<file path="src/rtl/cnn_pkg.sv">
// Shared types and dimensions for the binarized CNN layer sequencer.
package cnn_pkg;

   localparam int unsigned N_CH       = 6;
   localparam int unsigned FMAP_DEPTH = 144;
   localparam int unsigned IMG_WORDS  = 784;
   localparam int unsigned W_WORDS    = 25;
   localparam int unsigned AW         = 8;
   localparam int unsigned BW         = 5;   // weight beat counter
   localparam int unsigned CW         = 3;   // channel counter
   localparam int unsigned IW         = 10;  // image beat counter

   typedef enum logic [2:0] {
      ST_IDLE    = 3'd0,
      ST_LOAD_W1 = 3'd1,
      ST_CONV_1  = 3'd2,
      ST_LOAD_W2 = 3'd3,
      ST_CONV_2  = 3'd4,
      ST_FC      = 3'd5,
      ST_FIN     = 3'd6
   } state_e;

endpackage

</file>
<file path="src/rtl/cnn_layer_sequencer_if.sv">
// Control/handshake bundle between the sequencer (master) and the datapath (slave).
interface cnn_layer_sequencer_if;
   import cnn_pkg::*;

   logic                 start;
   logic                 din_valid;
   logic                 din_ready;
   logic [N_CH-1:0]      weight_en;
   logic                 weight_c;
   logic                 conv_start;
   logic                 conv_layer;
   logic [N_CH-1:0]      conv_ovalid;
   logic [N_CH-1:0]      conv_done;
   logic [N_CH-1:0]      fmap_we;
   logic [AW*N_CH-1:0]   fmap_waddr;
   logic [AW-1:0]        fmap_raddr;
   logic                 fmap_rvalid;
   logic                 fc_start;
   logic                 fc_done;
   logic                 busy;
   logic                 done;

   modport master (
      input  start, din_valid, conv_ovalid, conv_done, fc_done,
      output din_ready, weight_en, weight_c, conv_start, conv_layer, fmap_we,
             fmap_waddr, fmap_raddr, fmap_rvalid, fc_start, busy, done
   );

   modport slave (
      output start, din_valid, conv_ovalid, conv_done, fc_done,
      input  din_ready, weight_en, weight_c, conv_start, conv_layer, fmap_we,
             fmap_waddr, fmap_raddr, fmap_rvalid, fc_start, busy, done
   );

endinterface

</file>
<file path="src/rtl/fmap_wptr.sv">
// Per-channel fmap write pointer: wraps at FMAP_DEPTH-1, clear has priority.
module fmap_wptr
   import cnn_pkg::*;
(
   input  logic          clk,
   input  logic          rstn,
   input  logic          clr_i,
   input  logic          inc_i,
   output logic [AW-1:0] wptr_o
);

   logic [AW-1:0] wptr_q, wptr_d;

   always_comb begin
      wptr_d = wptr_q;
      if (clr_i)
         wptr_d = '0;
      else if (inc_i)
         wptr_d = (wptr_q == AW'(FMAP_DEPTH - 1)) ? '0 : wptr_q + AW'(1);
   end

   always_ff @(posedge clk or negedge rstn) begin
      if (!rstn) wptr_q <= '0;
      else       wptr_q <= wptr_d;
   end

   assign wptr_o = wptr_q;

endmodule

</file>
<file path="src/rtl/cnn_layer_sequencer.sv">
// Layer sequencer: weight load, conv streaming/replay, done gathering, FC handoff.
module cnn_layer_sequencer
   import cnn_pkg::*;
(
   input  logic                  clk,
   input  logic                  rstn,
   cnn_layer_sequencer_if.master bus
);

   state_e          state_q, state_d;
   logic [BW-1:0]   b_q, b_d;
   logic [CW-1:0]   c_q, c_d;
   logic [IW-1:0]   img_q, img_d;
   logic [AW-1:0]   raddr_q, raddr_d;
   logic            rvalid_q, rvalid_d;
   logic [N_CH-1:0] mask_q, mask_d;
   logic            weight_c_q, weight_c_d;
   logic            conv_start_q, conv_start_d;
   logic            fc_start_q, fc_start_d;
   logic            wp_clr;
   logic            in_load, in_conv, accept, last_w, layer_done;
   logic [N_CH-1:0] mask_all;
   logic [AW-1:0]   wp [N_CH];

   assign in_load    = (state_q == ST_LOAD_W1) || (state_q == ST_LOAD_W2);
   assign in_conv    = (state_q == ST_CONV_1)  || (state_q == ST_CONV_2);
   assign accept     = bus.din_valid && bus.din_ready;
   assign last_w     = in_load && accept && (c_q == CW'(N_CH - 1)) && (b_q == BW'(W_WORDS - 1));
   // Done bits arriving this cycle count toward the decision.
   assign mask_all   = mask_q | bus.conv_done;
   assign layer_done = in_conv && (&mask_all);

   always_comb begin
      state_d      = state_q;
      b_d          = b_q;
      c_d          = c_q;
      img_d        = img_q;
      raddr_d      = raddr_q;
      rvalid_d     = 1'b0;
      mask_d       = mask_q;
      weight_c_d   = 1'b0;
      conv_start_d = 1'b0;
      fc_start_d   = 1'b0;
      wp_clr       = 1'b0;
      case (state_q)
         ST_IDLE: begin
            if (bus.start) begin
               state_d = ST_LOAD_W1;
               b_d     = '0;
               c_d     = '0;
               img_d   = '0;
               raddr_d = '0;
               mask_d  = '0;
               wp_clr  = 1'b1;
            end
         end
         ST_LOAD_W1, ST_LOAD_W2: begin
            if (accept) begin
               if (b_q == BW'(W_WORDS - 1)) begin
                  b_d = '0;
                  c_d = c_q + CW'(1);
               end else begin
                  b_d = b_q + BW'(1);
               end
            end
            if (last_w) begin
               state_d      = (state_q == ST_LOAD_W1) ? ST_CONV_1 : ST_CONV_2;
               c_d          = '0;
               img_d        = '0;
               raddr_d      = '0;
               mask_d       = '0;
               wp_clr       = 1'b1;
               weight_c_d   = 1'b1;
               conv_start_d = 1'b1;
            end
         end
         ST_CONV_1: begin
            if (accept) img_d = img_q + IW'(1);
            mask_d = mask_all;
            if (layer_done) begin
               state_d = ST_LOAD_W2;
               b_d     = '0;
               c_d     = '0;
            end
         end
         ST_CONV_2: begin
            mask_d = mask_all;
            // Replay starts the cycle after conv_start and parks on the last entry.
            if (conv_start_q) begin
               rvalid_d = 1'b1;
               raddr_d  = '0;
            end else if (rvalid_q && (raddr_q != AW'(FMAP_DEPTH - 1))) begin
               rvalid_d = 1'b1;
               raddr_d  = raddr_q + AW'(1);
            end
            if (layer_done) begin
               state_d    = ST_FC;
               fc_start_d = 1'b1;
               rvalid_d   = 1'b0;
            end
         end
         ST_FC:   if (bus.fc_done) state_d = ST_FIN;
         ST_FIN:  state_d = ST_IDLE;
         default: state_d = ST_IDLE;
      endcase
   end

   always_ff @(posedge clk or negedge rstn) begin
      if (!rstn) begin
         state_q      <= ST_IDLE;
         b_q          <= '0;
         c_q          <= '0;
         img_q        <= '0;
         raddr_q      <= '0;
         rvalid_q     <= 1'b0;
         mask_q       <= '0;
         weight_c_q   <= 1'b0;
         conv_start_q <= 1'b0;
         fc_start_q   <= 1'b0;
      end else begin
         state_q      <= state_d;
         b_q          <= b_d;
         c_q          <= c_d;
         img_q        <= img_d;
         raddr_q      <= raddr_d;
         rvalid_q     <= rvalid_d;
         mask_q       <= mask_d;
         weight_c_q   <= weight_c_d;
         conv_start_q <= conv_start_d;
         fc_start_q   <= fc_start_d;
      end
   end

   for (genvar i = 0; i < N_CH; i++) begin : g_wptr
      fmap_wptr u_wptr (
         .clk    (clk),
         .rstn   (rstn),
         .clr_i  (wp_clr),
         .inc_i  (in_conv && bus.conv_ovalid[i]),
         .wptr_o (wp[i])
      );
      assign bus.fmap_waddr[i*AW +: AW] = wp[i];
   end

   assign bus.din_ready   = in_load || ((state_q == ST_CONV_1) && (img_q < IW'(IMG_WORDS)));
   assign bus.weight_en   = (in_load && accept) ? (N_CH'(1) << c_q) : '0;
   assign bus.fmap_we     = in_conv ? bus.conv_ovalid : '0;
   assign bus.fmap_raddr  = raddr_q;
   assign bus.fmap_rvalid = rvalid_q;
   assign bus.weight_c    = weight_c_q;
   assign bus.conv_start  = conv_start_q;
   assign bus.fc_start    = fc_start_q;
   assign bus.conv_layer  = (state_q == ST_LOAD_W2) || (state_q == ST_CONV_2);
   assign bus.busy        = (state_q != ST_IDLE);
   assign bus.done        = (state_q == ST_FIN);

endmodule

</file>
<file path="src/flat_wrapper.sv">
// flat-port wrapper written by rule: the top's interface ports become plain ports
module cnn_layer_sequencer_flat import cnn_pkg::*;
  (clk, rstn, bus_start, bus_din_valid, bus_conv_ovalid, bus_conv_done, bus_fc_done, bus_din_ready, bus_weight_en, bus_weight_c, bus_conv_start, bus_conv_layer, bus_fmap_we, bus_fmap_waddr, bus_fmap_raddr, bus_fmap_rvalid, bus_fc_start, bus_busy, bus_done);
  cnn_layer_sequencer_if bus_i ();
  input  logic clk;
  input  logic rstn;
  input wire logic [$bits(bus_i.start)-1:0] bus_start;
  input wire logic [$bits(bus_i.din_valid)-1:0] bus_din_valid;
  input wire logic [$bits(bus_i.conv_ovalid)-1:0] bus_conv_ovalid;
  input wire logic [$bits(bus_i.conv_done)-1:0] bus_conv_done;
  input wire logic [$bits(bus_i.fc_done)-1:0] bus_fc_done;
  output wire logic [$bits(bus_i.din_ready)-1:0] bus_din_ready;
  output wire logic [$bits(bus_i.weight_en)-1:0] bus_weight_en;
  output wire logic [$bits(bus_i.weight_c)-1:0] bus_weight_c;
  output wire logic [$bits(bus_i.conv_start)-1:0] bus_conv_start;
  output wire logic [$bits(bus_i.conv_layer)-1:0] bus_conv_layer;
  output wire logic [$bits(bus_i.fmap_we)-1:0] bus_fmap_we;
  output wire logic [$bits(bus_i.fmap_waddr)-1:0] bus_fmap_waddr;
  output wire logic [$bits(bus_i.fmap_raddr)-1:0] bus_fmap_raddr;
  output wire logic [$bits(bus_i.fmap_rvalid)-1:0] bus_fmap_rvalid;
  output wire logic [$bits(bus_i.fc_start)-1:0] bus_fc_start;
  output wire logic [$bits(bus_i.busy)-1:0] bus_busy;
  output wire logic [$bits(bus_i.done)-1:0] bus_done;
  assign bus_i.start = bus_start;
  assign bus_i.din_valid = bus_din_valid;
  assign bus_i.conv_ovalid = bus_conv_ovalid;
  assign bus_i.conv_done = bus_conv_done;
  assign bus_i.fc_done = bus_fc_done;
  assign bus_din_ready = bus_i.din_ready;
  assign bus_weight_en = bus_i.weight_en;
  assign bus_weight_c = bus_i.weight_c;
  assign bus_conv_start = bus_i.conv_start;
  assign bus_conv_layer = bus_i.conv_layer;
  assign bus_fmap_we = bus_i.fmap_we;
  assign bus_fmap_waddr = bus_i.fmap_waddr;
  assign bus_fmap_raddr = bus_i.fmap_raddr;
  assign bus_fmap_rvalid = bus_i.fmap_rvalid;
  assign bus_fc_start = bus_i.fc_start;
  assign bus_busy = bus_i.busy;
  assign bus_done = bus_i.done;
  cnn_layer_sequencer u_core (.clk(clk), .rstn(rstn), .bus(bus_i));
endmodule
</file>
<file path="config.mk">
export PLATFORM = sky130hd
export DESIGN_NAME = cnn_layer_sequencer_flat
export DESIGN_NICKNAME = d
export VERILOG_FILES = /design/src/rtl/cnn_pkg.sv /design/src/rtl/cnn_layer_sequencer_if.sv /design/src/rtl/fmap_wptr.sv /design/src/rtl/cnn_layer_sequencer.sv /design/src/flat_wrapper.sv
export SDC_FILE = /design/constraint.sdc
export NUM_CORES = 1
export LEC_CHECK = 0
export ABC_AREA = 1
export ABC_CLOCK_PERIOD_IN_PS = 3400
export CORE_MARGIN = 2
export CORE_UTILIZATION = 50
export CTS_CLUSTER_DIAMETER = 120
export DETAILED_ROUTE_END_ITERATION = 12
export PLACE_DENSITY = 0.87
export SKIP_CTS_REPAIR_TIMING = 1
export SLEW_MARGIN = 25
export SYNTH_ARGS = -nofsm -noshare
export SYNTH_HDL_FRONTEND = slang
export SYNTH_HIERARCHICAL = 1
export SYNTH_SLANG_ARGS = --single-unit
export TNS_END_PERCENT = 50
</file>
<file path="constraint.sdc">
create_clock -name clk -period 3.4 [get_ports clk]
set_input_delay 1.02 -clock clk [delete_from_list [all_inputs] [get_ports clk]]
set_output_delay 1.02 -clock clk [all_outputs]
set_load 0.005 [all_outputs]
</file>
==> results of run 1 <==
==> worst min path at each step <==
stage | to | cells after the start | slack [ns]
floorplan | u_core/mask_q[4]$_DFFE_PN0P_ | 2 | 0.47
global placement | u_core/mask_q[5]$_DFFE_PN0P_ | 2 | 0.49
detailed placement | u_core/mask_q[5]$_DFFE_PN0P_ | 2 | 0.50
CTS | u_core/mask_q[5]$_DFFE_PN0P_ | 2 | 0.52
global route | u_core/mask_q[5]$_DFFE_PN0P_ | 2 | 0.55
finish | u_core/g_wptr[0].u_wptr/wptr_o[0]$_DFFE_PN0P_ | 1 | 0.53
==> routing by layer <==
metal,track usage,vias up
met5,0,-
met4,0.0852,0
met3,0.0430,14
met2,0.355,120
met1,0.285,2309
li1,-,2548
==> layout by cell type, fill, tap and decap left out, types with 11 or more instances in the layout <==
master / instances
buf_4: 17
clkbuf_8: 11
clkdlybuf4s50_1: 90
dfrtp_1: 84
ha_1: 15
inv_1: 79
nand2_1: 201
nand2_2: 12
nand3_1: 54
nand4_1: 12
nor2_1: 115
nor2_2: 19
o21ai_0: 17
==> flip-flops by register name, indices dropped and copies added (netlist names), 3 cells and up <==
register,cells
u_core/img_q,10
u_core/g_wptr.u_wptr/wptr_o,48
u_core/b_q,5
u_core/bus.fmap_raddr,8
u_core/mask_q,6
u_core/state_q,3
u_core/c_q,3
==> area by class of cell <==
type / instances / area, sq um
clock buffer: 13 / 159
inverter: 91 / 348
fill: 888 / 3600
multi-input combinational: 543 / 2820
sequential: 86 / 2150
tap: 136 / 170
clock inverter: 3 / 42.5
timing repair buffer: 110 / 1080
==> power groups by stage <==
stage	clock (mW)	sequential, mW	combinational, mW
finish	0.735	1.37	1.76
global route	0.810	1.40	1.95
CTS	0.761	1.37	1.69
detailed placement	0	1.38	1.68
global placement	0	1.38	1.65
floorplan	0	1.36	1.09
==> logic make-up after synthesis <==
family	after synthesis	share of synthesized area
simple gates	449	0.381
buf+inv	99	0.0743
flops	86	0.402
compound gates	63	0.0811
fa+ha+maj	15	0.0350
xor+xnor	11	0.0180
mux	5	0.00934
==> worst reg2reg max path: stages, from the launching register on <==
cell	delay (ns)
dfrtp_2	0.48
nor2_4	0.13
nand2_1	0.11
nand2_2	0.17
clkinvlp_4	0.16
buf_4	0.19
nor2_1	0.14
buf_4	0.15
nor2_2	0.06
nor2_2	0.18
nand2_1	0.08
nand2_1	0.06
nand2_1	0.05
nor2_1	0.09
==> through the flow <==
step / instance area, sq um / setup slack, ns / setup TNS, ns / util / std cells
2_1_floorplan: 5360 / 0.127 / 0 / - / 728
3_3_place_gp: 6520 / -0.0156 / -0.0435 / 0.628 / 961
3_5_place_dp: 6520 / -0.0230 / -0.0437 / 0.628 / 961
4_1_cts: 6720 / -0.0371 / -0.0758 / 0.648 / 977
5_1_grt: 6770 / -0.00476 / -0.00476 / 0.653 / 982
6_report: 6770 / 0.111 / 0 / 0.653 / 982
==> impl_summary.md, run 1 <==
Synthesis
The most common cell in the synthesized netlist is nand2_1. The synthesis warning total is 6. The synthesized design spends more area on one cell type than any other, namely dfrtp_1.

Yosys mapped a number of flops with a built-in enable equal to 0. For this run, the register share of the synthesized area comes to 0.402. In the synthesized netlist the async set-or-reset flop fraction comes to 1.00. After synthesis, the mean cell area works out to 7.36 sq um. In this run, synthesis produced a sequential element count of 86. Counting every net in the synthesized netlist gives 760. The distinct cell type count after synthesis is 40. By area the synthesized netlist is led by dfrtp_1 40%, nand2_1 14%, nor2_1 8.1%, inv_1 5.6%, nand3_1 5.0%. The portion of synthesized cell area occupied by the leading cell type is 0.402. By count the netlist is led by 201 x nand2_1, 116 x nor2_1, 86 x dfrtp_1. The post-synthesis cell area is about 5400 sq um.

Synthesis handed over a netlist of 728 instances. In the synthesized netlist the dominant register cell turns out to be dfrtp_1.

Final layout
The layout net count is 873. The fraction of layout cells with a size suffix above 1 is 0.130. The area growth from synthesis to layout is 26.4%.

The repair_antennas step left the layout with diodes totalling 0.

Placement
Detailed placement ended at an HPWL of roughly 8800 microns. During placement, the flow inserted port buffers numbering 92. The congestion estimate from routability-driven global placement came to 0.908.

Critical path
The required time of the worst setup path is between 2 and 2.5 ns. The origin of the critical flop-to-flop path is u_core/state_q[0]$_DFFE_PN0P_. The depth of the most critical reg-to-reg path is 13.

The data arrival time at the worst-slack endpoint is about 2.3 ns. The slowest stage of the critical path is the clkdlybuf4s50_1 cell. The critical path ends at bus_fmap_we[3]. The kind of critical path is in -> out. The number of buffers and inverters on the critical path is 3.

The slack of the worst reg-to-reg path is 1.30 ns. The signal on the critical path passes through clkdlybuf4s50_1, inv_1, nor2_2, clkdlybuf4s50_1. The largest stage delay on the critical path is 0.56 ns. The worst register-to-register path ends at u_core/g_wptr[2].u_wptr/wptr_o[7]$_DFFE_PN0P_. The endpoint type of the worst setup path is an output port. The top cell family by delay on the critical path is buffers and inverters. Along the worst path, the maximum fanout reaches 4. The depth of the critical timing path with buffers and inverters included is 4. Tracing the worst setup path back leads to its startpoint at bus_conv_ovalid[3]. The worst setup path is launched from an input pin. The cell that appears most often on the critical path is clkdlybuf4s50_1.

Global routing
The first global-routing pass estimated 20400 microns of wire. The global route total overflow is 0. Entering global routing, the biggest net connects 53 pins. The via count of the first global-routing pass came to approximately 4500.

The number of antenna violations at the first check in global routing is 0. The all-layer global routing usage is 0.218.

Clock network
The cell sitting at the root of the clock tree is a clkbuf_8. For this design, the sink count on the clock tree is between 80 and 90. The worst-skew pair later-pin latency is 0.36 ns. The count of H-tree levels built during CTS is 3. The clock transition at the registers of the reported paths is 0.08 ns.

Counting along the longest clock path gives a buffer depth of 2. TritonCTS built the clock tree. The number of clock buffers inserted by TritonCTS is 9.

Pwr
The share of total power dissipated in combinational logic is 0.454. The post-route total power is just under 4 mW. Of the total power, registers draw 0.355. The switching part of the total is 0.404.

The share of total power dissipated in the clock network is 0.190. In this run the power spent charging and discharging nets is about 1.6 mW. The internal power of the cells totals 2.30 mW. The leakage dissipation is 3.17 nW. The total power per unit cell area is ~570 nW/um^2. The worst-case IR drop observed on VDD is between 300 and 400 uV.

STA
Headroom to the max-slew limit came out at 0.689. The final count of hold timing violations is 0. Dividing the final minimum period by the clock period gives 0.967. The final setup skew is 0.00975 ns. For this run, the top clock speed supported by timing is 304 MHz. The final max-slew violation count was 0. The slew at the pin closest to its max-slew limit is 0.467 ns. The post-route minimum period is 3.29 ns. The worst hold slack is roughly 0.53 ns.

The total of endpoints with negative setup slack in the final report is 0.

Die
The number of I/O pins is between 90 and 100. Measured along the y axis, the die boundary spans 108 microns. The placement row count is 37.

The full die area is 11600 sq um. The x dimension of the die is 108 microns. The effective utilization at floorplan is 0.517.

The region available for standard cell placement spans 10400 sq um.

Route
The first detailed-routing pass took 5 iterations. The total number of vias is 4991. The highest routed metal layer is met4. The total DRC errors in the routed layout is 0. The number of nets with antenna violations after detailed routing is 0. In the detailed route, the total length drawn on met2 is 5680 microns. Summed over all nets, wire length on met3 after detailed routing comes to roughly 700 microns. The average routed wire per standard cell is 12.2 microns.

The final wirelength is roughly 12000 microns. The routed metal-1 wirelength is 5440 microns. In the routed layout, each cell is associated on average with a via count of 5.08. The DRC violation total after the first TritonRoute iteration is roughly 290.

Outcome
The run finished with clean final reports.

Worst hold path
In this run the most critical hold path is launched from u_core/g_wptr[0].u_wptr/wptr_o[0]$_DFFE_PN0P_. The type of the worst min-delay path is reg -> reg.

Job
Across the run, the number of max-cap violations was 0.
No activity file was read; power rests on OpenSTA's default activity.
==> inputs of run 2 (changes only) <==
--- a/config.mk
+++ b/config.mk
@@ -11,6 +11,7 @@
 export CORE_UTILIZATION = 50
 export CTS_CLUSTER_DIAMETER = 120
 export DETAILED_ROUTE_END_ITERATION = 12
+export MAX_ROUTING_LAYER = met4
 export PLACE_DENSITY = 0.87
 export SKIP_CTS_REPAIR_TIMING = 1
 export SLEW_MARGIN = 25
==> run 2 against run 1 <==
Effect of this change:
- combinational power hardly changed
- via count is 0.14% higher
- critical endpoint unchanged
- largest cell class unchanged
- critical path type unchanged
- critical path depth stayed put
==> impl_summary.md, run 2 (synthesis results as in run 1) <==
Pwr
The switching part of the total was 0.405 (+0.000478). The sequential share of power is 0.355 (about the same). The part of the total power dissipated in combinational logic was 0.454 (about the same).

The clock network power share came to 0.191 (about the same). The total internal power is 2.30 mW (about the same). The total power per unit cell area is 571 nW/um^2 (about the same).

The largest voltage drop on the vdd net is 399 uV (about the same). The leakage dissipation is 3.17 nW (unchanged). The net switching power is 1.57 mW (+0.20%).

Clock network
The tree is rooted in a clkbuf_8. The count of H-tree levels built during CTS came to 3 (unchanged). The clock transition at the registers of the reported paths came to 0.08 ns (about the same). The number of sinks handled by clock tree synthesis is 86 (unchanged). TritonCTS built the clock tree. The number of buffers on the longest clock path is 2 (unchanged). The worst-skew pair later-pin latency is 0.36 ns (about the same).

The number of clock buffers inserted by TritonCTS is 9 (unchanged).

STA
The slew at the pin closest to its max-slew limit is 0.469 ns (+0.00183 ns). The worst relative slew slack came to 0.688 (-0.00122). The maximum clock rate is 304 MHz (about the same). The worst hold slack is 0.526 ns (-0.00176 ns). The post-route minimum period came to 3.29 ns (+0.000147 ns). The setup TNS after final layout is 0 ns (unchanged).

The final max-slew violation count is 0 (unchanged). The part of the cycle the worst path needs is 0.967 (about the same). The final setup skew was 0.00969 ns (-0.0000645 ns).

The total of endpoints with negative setup slack in the final report came to 0 (unchanged). The final count of hold timing violations is 0 (unchanged).

Critical path
The required time of the worst setup path is 2.38 ns (about the same). The kind of critical path is in -> out. The depth of the critical timing path with buffers and inverters included is 4 (unchanged). The cell with the biggest individual delay on the critical path is clkdlybuf4s50_1.

The depth of the most critical reg-to-reg path is 13 (unchanged). The critical path goes through clkdlybuf4s50_1, inv_1, nor2_2, clkdlybuf4s50_1. The most common cell type on the critical path is clkdlybuf4s50_1.

The endpoint type of the worst setup path is an output port. The data arrival time at the worst-slack endpoint is 2.27 ns (about the same). The largest stage delay on the critical path is 0.56 ns (about the same).

STA classifies the critical path startpoint as an input pin. The maximum fanout encountered on the critical timing path is 4 (unchanged). The top cell family by delay on the critical path is buffers and inverters. The number of buffer and inverter stages on the critical path is 3 (unchanged).

Route
The first-pass iteration count of the detailed router is 5 (unchanged). The average routed wire per standard cell is 12.3 microns (+0.27%). The DRC violation total after the first TritonRoute iteration is 287 (-1.7%).

The final wirelength came to 12000 microns (+0.27%). The total DRC errors in the routed layout came to 0 (unchanged). The routed via count divided by cell count is 5.09 (+0.14%). The total number of vias came to 4998 (+0.14%). The number of nets with antenna violations after detailed routing is 0 (unchanged).

Final layout
The number of fill cells in the layout came to 888 (unchanged). The layout overhead on the synthesized area is 26.4% (unchanged). The fraction of layout cells with a size suffix above 1 is 0.130 (unchanged). The flip-flop count of the largest register after layout is 48 (unchanged).

The count of inserted antenna diode cells is 0 (unchanged). In the layout the commonest cells are 201 x nand2_1, 115 x nor2_1, 90 x clkdlybuf4s50_1. The combined area of the multi-input logic cells is 2820 sq um (unchanged). The commonest non-fill, non-tap cell in the layout is nand2_1. The layout net count was 873 (unchanged). The area of all sequential standard cells was 2150 sq um (unchanged).

Placement
The final weighted congestion in routability-driven placement is 0.924 (+1.7%). The number of port buffers was 92 (unchanged). The detailed placement HPWL is 8770 microns (unchanged).

Die
The number of I/O pins came to 93 (unchanged). The effective utilization at floorplan is 0.517 (unchanged). The placement row count came to 37 (unchanged).

The y dimension of the die is 108 microns (unchanged). The x dimension of the die was 108 microns (unchanged). The core outline area was 10400 sq um (unchanged). The full die area is 11600 sq um (unchanged).

Global routing
The maximum number of pins on one net before global-route repair is 53 (unchanged). The via count of the first global-routing pass is 4528 (-0.22%). The global route total overflow came to 0 (unchanged). The all-layer global routing usage came to 0.224 (+0.00646). The number of antenna violations at the first check in global routing is 0 (unchanged). The global-route wire length before repair is 20400 microns (about the same).

Worst hold path
The depth of the worst hold-timing path is 1 (unchanged). The min-delay analysis places its worst path in the category reg -> reg.

Job
The number of max-cap violations came to 0 (unchanged).

Outcome
The flow ran to the end, and the final reports show no timing, DRC or antenna violations.
==> run 2: cell counts in the layout (fill, tap and decap cells not counted) <==
No cell type changed its count.
==> run 2: layout make-up <==
cell class                      count  area share
Clock buffer                       13      0.0235
Clock inverter                      3     0.00628
Inverter                           91      0.0514
Multi-Input combinational cell    543       0.416
Sequential cell                    86       0.318
Tap cell                          136      0.0251
Timing Repair Buffer              110       0.160
==> run 2: power groups by stage <==
stage / registers (mW) / logic [mW] / clock network (mW)
final: 1.37 / 1.76 / 0.737
after global routing: 1.40 / 1.95 / 0.812
after CTS: 1.37 / 1.69 / 0.761
after global placement: 1.38 / 1.65 / 0
after detailed placement: 1.38 / 1.68 / 0
after floorplan: 1.36 / 1.09 / 0
==> run 2: through the flow <==
step | util | cell area, sq um | power, mW | instances | setup WS (ns)
CTS | 0.648 | 6720 | 3.82 | 977 | -0.0371
global placement | 0.628 | 6520 | 3.04 | 961 | -0.0156
detailed placement | 0.628 | 6520 | 3.07 | 961 | -0.0230
global route | 0.653 | 6770 | 4.16 | 982 | -0.00815
floorplan | - | 5360 | 2.45 | 728 | 0.127
finish | 0.653 | 6770 | 3.87 | 982 | 0.111
==> run 2: path summary, 6_finish.rpt <==
check                                                              startpoint                                             to  slack (ns)
worst max register to register                  u_core/state_q[0]$_DFFE_PN0P_  u_core/g_wptr[2].u_wptr/wptr_o[7]$_DFFE_PN0P_        1.29
worst min-delay path            u_core/g_wptr[0].u_wptr/wptr_o[0]$_DFFE_PN0P_  u_core/g_wptr[0].u_wptr/wptr_o[0]$_DFFE_PN0P_        0.53
worst min register to register  u_core/g_wptr[0].u_wptr/wptr_o[0]$_DFFE_PN0P_  u_core/g_wptr[0].u_wptr/wptr_o[0]$_DFFE_PN0P_        0.53
max in group asynchronous                                                rstn                  u_core/state_q[1]$_DFFE_PN0P_        2.16
worst max-delay path                                       bus_conv_ovalid[3]                                 bus_fmap_we[3]        0.11
min in group asynchronous                                                rstn           u_core/bus.fmap_raddr[3]$_DFFE_PN0P_        0.60
==> run 2: metal layers <==
layer	wire length [microns]	vias to the layer above	GRT usage
met4	192	0	0.0824
met2	5700	120	0.355
met5	0	-	-
met1	5480	2316	0.285
li1	-	2542	-
met3	677	20	0.0466
